--- src/rtl/mem_access_unit.sv ---
// mem_access_unit: CPU byte/half/word load-store unit in front of a big-endian word RAM (ports: req_* in, resp_* out, ram_* strobes).
module mem_access_unit (
  input  logic        clk,
  input  logic        rst,
  input  logic        req_valid,
  output logic        req_ready,
  input  logic        req_we,
  input  logic [1:0]  req_size,
  input  logic        req_signed,
  input  logic [31:0] req_addr,
  input  logic [31:0] req_wdata,
  output logic        resp_valid,
  output logic [31:0] resp_rdata,
  output logic        resp_err,
  output logic        ram_cs,
  output logic        ram_oe,
  output logic        ram_we,
  output logic [31:0] ram_addr,
  output logic [31:0] ram_din,
  input  logic [31:0] ram_dout
);
  typedef enum logic [2:0] {IDLE, RD, LDW, MERGE, WR, RESP} state_t;
  state_t state_q, state_d;
  logic we_q, we_d, sgn_q, sgn_d, err_q, err_d;
  logic [1:0] size_q, size_d, off_q, off_d;
  logic [31:0] addr_q, addr_d, din_q, din_d, rdata_q, rdata_d;
  logic bad;
  logic [4:0] lane_sh;
  logic [31:0] lane_mask, ld_val;
  logic [15:0] lane;
  assign bad = (req_size == 2'd3) || (req_size == 2'd1 && req_addr[0]) || (req_size == 2'd2 && |req_addr[1:0]);
  // Big-endian lanes: byte offset k sits 8*(3-k) bits up, half offset 0 sits in the top half.
  assign lane_sh = (size_q == 2'd0) ? {~off_q, 3'b000} : {~off_q[1], 4'b0000};
  assign lane_mask = ((size_q == 2'd0) ? 32'h0000_00ff : 32'h0000_ffff) << lane_sh;
  assign lane = 16'(ram_dout >> lane_sh);
  assign ld_val = (size_q == 2'd2) ? ram_dout :
                  (size_q == 2'd0) ? {{24{sgn_q & lane[7]}}, lane[7:0]} :
                                     {{16{sgn_q & lane[15]}}, lane[15:0]};
  always_comb begin
    state_d = state_q;
    we_d = we_q;
    sgn_d = sgn_q;
    size_d = size_q;
    off_d = off_q;
    addr_d = addr_q;
    din_d = din_q;
    rdata_d = rdata_q;
    err_d = err_q;
    unique case (state_q)
      IDLE: if (req_valid) begin
        we_d = req_we;
        sgn_d = req_signed;
        size_d = req_size;
        off_d = req_addr[1:0];
        addr_d = {req_addr[31:2], 2'b00};
        din_d = req_wdata;
        // Errors report immediately; rdata/err only change on the edge into RESP.
        rdata_d = bad ? 32'h0 : rdata_q;
        err_d = bad ? 1'b1 : err_q;
        state_d = bad ? RESP : (req_we && req_size == 2'd2) ? WR : RD;
      end
      RD: state_d = we_q ? MERGE : LDW;
      LDW: begin
        rdata_d = ld_val;
        err_d = 1'b0;
        state_d = RESP;
      end
      // din_q still holds the right-aligned store data here; move it into its lane.
      MERGE: begin
        din_d = (ram_dout & ~lane_mask) | ((din_q << lane_sh) & lane_mask);
        state_d = WR;
      end
      WR: begin
        rdata_d = 32'h0;
        err_d = 1'b0;
        state_d = RESP;
      end
      default: state_d = IDLE;
    endcase
  end
  always_ff @(posedge clk or posedge rst) begin
    if (rst) begin
      state_q <= IDLE;
      we_q <= 1'b0;
      sgn_q <= 1'b0;
      size_q <= 2'd0;
      off_q <= 2'd0;
      addr_q <= 32'h0;
      din_q <= 32'h0;
      rdata_q <= 32'h0;
      err_q <= 1'b0;
    end else begin
      state_q <= state_d;
      we_q <= we_d;
      sgn_q <= sgn_d;
      size_q <= size_d;
      off_q <= off_d;
      addr_q <= addr_d;
      din_q <= din_d;
      rdata_q <= rdata_d;
      err_q <= err_d;
    end
  end
  assign req_ready = state_q == IDLE;
  assign resp_valid = state_q == RESP;
  assign resp_rdata = rdata_q;
  assign resp_err = err_q;
  assign ram_cs = state_q == RD || state_q == WR;
  assign ram_oe = state_q == RD;
  assign ram_we = state_q == WR;
  assign ram_addr = addr_q;
  assign ram_din = din_q;
endmodule
--- config.mk ---
export PLATFORM = sky130hd
export DESIGN_NAME = mem_access_unit
export DESIGN_NICKNAME = d
export VERILOG_FILES = /design/src/rtl/mem_access_unit.sv
export SDC_FILE = /design/constraint.sdc
export NUM_CORES = 1
export LEC_CHECK = 0
export ABC_AREA = 1
export BUFFER_PORTS_ARGS = -buffer_cell sky130_fd_sc_hd__buf_2
export CORE_MARGIN = 1
export CORE_UTILIZATION = 53
export DETAILED_ROUTE_END_ITERATION = 10
export PLACE_DENSITY = 0.83
export SYNTH_ARGS = -nofsm -noshare
export SYNTH_HDL_FRONTEND = slang
export SYNTH_SLANG_ARGS = --single-unit
--- constraint.sdc ---
create_clock -name clk -period 6.8 [get_ports clk]
set_input_delay 0.34 -clock clk [delete_from_list [all_inputs] [get_ports clk]]
set_output_delay 0.34 -clock clk [all_outputs]
set_load 0.05 [all_outputs]
==> run_results.csv <==
group,metric,value,unit
global_routing,grt_usage,29.7,%
logic_synthesis,syn-instance-count,638,
worst_hold_path,hold_depth,2,
sta,fin_crit,2.72,ns
setup_path,required,7.05,ns
sta,fin_skew,0.0104,ns
setup_path,cp-end-kind,"register",
sta,period_share,40.0,%
power_and_ir_drop,powerDensity,588,nW/um^2
setup_path,worstPathMaxFanout,67,
floorplanning,coreArea,9770,sq um
logic_synthesis,yosysWarnings,0,
cts,numCtsBuffers,9,
drt,drc_errors,0,
cts,clockBufferDepth,2,
sta,relSlewSlack,29.2,%
placed_design,hpwl,11.4,mm
power_and_ir_drop,power.internal,1.65,mW
drt,vias,5212,
sta,rsz0062_at_grt,"false",
sta,finalMaxSlewViolations,0,
cts,post_cts_buffers,0,
setup_path,crit_path_start_kind,"register",
cts,cts_tree,"yes",
sta,worst_pin_slew,1.06,ns
cells_and_area,fill_cells,864,
drt,first_iter_violations,414,
global_routing,grt_pass1_vias,4864,
global_routing,grt_pass1_wl,23.7,mm
global_routing,antenna_found_initial,0,
drt,drtPass1Iterations,5,
drt,routed_wl,15.3,mm
power_and_ir_drop,clock_power_share,9.9,%
logic_synthesis,synth-seq-area-share,48.8,%
flow_run,maxCapViolCount,0,
drt,avgViaCountPerCell,5.46,
setup_path,reg2reg_depth,7,
logic_synthesis,ys_types,26,
cells_and_area,syn_to_final_growth,21.6,%
run_status,outcome,"complete, no violations",
cells_and_area,diodes,0,
floorplanning,row_count,36,
power_and_ir_drop,p_switching,2.16,mW
sta,hold_viol,0,
cells_and_area,drive_above_1_share,32.6,%
placed_design,io_buffer_count,202,
cts,ctsRootBufferMaster,"clkbuf_8",
power_and_ir_drop,power_leakage,3.53,nW
sta,tns,0,ns
cts,clkTransAtPathRegs,0.09,ns
floorplanning,floorplan.initialDensity,54.6,%
power_and_ir_drop,ir_worst_vdd,463,uV
floorplanning,die_h,102,um
sta,setup_viol,0,
cts,clk_latency,0.37,ns
drt,postRouteAntennaNets,0,
power_and_ir_drop,p_comb_share,61.0,%
setup_path,cp_slowest_cell,"nand2_1",
drt,drt-wirelength-per-cell,16.0,um
setup_path,path_class,"register to register",
logic_synthesis,avgSynthCellArea,8.36,sq um
cells_and_area,fin_nets,923,
power_and_ir_drop,swShare,56.7,%
setup_path,critical_path_arrival,2.97,ns
cts,cts.htree.levels,3,
global_routing,grt_start_max_net_pins,76,
placed_design,gp_congestion,0.895,
logic_synthesis,synth.cell_area,5330,sq um
power_and_ir_drop,power_frac_seq,29.2,%
placed_design,placed_cell_area,6290,sq um
setup_path,worstPathCellList,"nor2_4 > inv_4 > nor2_8 > nand2_4 > nand2_1 > o22ai_1 > nor2_1",
floorplanning,die-area,10500,sq um
cts,clkSinkCount,104,
global_routing,grt-ovfl-total,0,
floorplanning,die_w,102,um
setup_path,max_stage_delay,0.84,ns
worst_hold_path,hold_path.class,"input port to register",
sta,fmax,0.368,GHz
cells_and_area,design_area,6480,sq um
floorplanning,pin_count,205,
logic_synthesis,ys_ff_latch,104,
[power by group through the flow]
stage | Sequential (mW) | Combinational (mW) | Clock [mW]
2_1_floorplan | 1.97 | 0.998 | 0
6_report | 1.11 | 2.33 | 0.376
5_1_grt | 1.14 | 2.50 | 0.404
3_5_place_dp | 1.12 | 2.32 | 0
3_3_place_gp | 1.11 | 2.26 | 0
4_1_cts | 1.11 | 2.32 | 0.382
[final cells by class]
| type | instances | area [sq um] | share of cell area (%) |
|---|---|---|---|
| clock buffer | 10 | 138 | 2.12 |
| clock inverter | 3 | 45.0 | 0.695 |
| inverter | 58 | 223 | 3.43 |
| multi-input combinational | 443 | 2280 | 35.2 |
| sequential | 104 | 2600 | 40.1 |
| tap | 133 | 166 | 2.57 |
| timing repair buffer | 204 | 1030 | 15.9 |
[stage by stage]
step	utilization, %	total power [mW]	hold slack [ns]	std cells	setup slack, ns
CTS	66.3	3.82	0.178	955	4.11
global route	66.3	4.05	0.185	955	3.83
finish	66.3	3.82	0.196	955	4.08
floorplan	-	2.97	0.453	639	3.73
global placement	64.4	3.37	0.335	941	4.29
detailed placement	64.4	3.44	0.346	941	4.11
[synth_stat cells (all sizes together)]
master,count,share of area (%)
a21oi,57,5.3
a31oi,1,0.40
buf,28,4.0
clkbuf,6,0.42
conb,1,0.070
dfrtp,104,49
inv,58,4.1
mux2,31,6.9
nand2,143,11
nand3,48,4.5
nor2,68,5.7
nor3,3,0.28
o211ai,2,0.28
o21ai,72,6.8
o22ai,16,1.9
[worst max-delay path, delay by kind of cell (launching register included)]
family	cells	cell delay, ns
simple gates	5	1.61
buf+inv	1	0.09
flops	1	0.49
compound gates	1	0.38
[layer usage]
layer | global-route usage [%] | vias to the layer above | part of all wire (%)
li1 | - | 2446 | -
met1 | 38.3 | 2436 | 41
met2 | 48.7 | 289 | 48
met3 | 5.34 | 41 | 7.8
met4 | 13.8 | 0 | 3.1
met5 | 0 | - | 0
[cell usage in the layout (no fill, tap or decap)]
cell type / netlist / final
a21oi_1: 57 / 57
a31oi_4: 1 / 1
buf_2: 13 / 202
buf_4: 7 / 1
bufinv_16: 0 / 1
clkbuf_8: 0 / 10
clkinvlp_4: 0 / 2
conb_1: 1 / 2
dfrtp_1: 104 / 104
dlygate4sd3_1: 0 / 1
inv_1: 50 / 49
inv_2: 7 / 7
inv_4: 1 / 2
mux2_2: 26 / 26
mux2_4: 5 / 5
nand2_1: 137 / 137
nand2_2: 3 / 3
nand2_4: 3 / 3
nand3_1: 48 / 48
nor2_1: 63 / 63
nor2_4: 4 / 4
nor2_8: 1 / 1
nor3_1: 3 / 3
o211ai_1: 2 / 2
o21ai_0: 70 / 70
o21ai_1: 2 / 2
o22ai_1: 16 / 16
[logic make-up (layout without fill, tap and decap cells)]
kind of cell	count (synthesis)	after routing	share of synthesized area (%)
buf+inv	92	275	8.52
mux	31	31	6.90
compound gates	148	148	14.7
other cells	1	2	0.0703
simple gates	262	262	21.1
flops	104	104	48.8
[final timing paths]
path                          startpoint             to  slack (ns)
setup reg to reg              state_q[0]       register        4.08
hold / removal              req_addr[14]   ram_addr[14]        0.20
min in group asynchronous            rst   ram_addr[14]        0.50
hold reg to reg            resp_rdata[9]  resp_rdata[9]        0.48
setup / recovery              state_q[0]       register        4.08
max in group asynchronous            rst      async pin        5.04
[repair_timing]
action,CTS,global route
hold endpoints to repair,29,0
endpoints found under the setup margin,0,0
hold buffers,1,0
resized for setup,0,0
No activity file was read; power rests on OpenSTA's default activity.
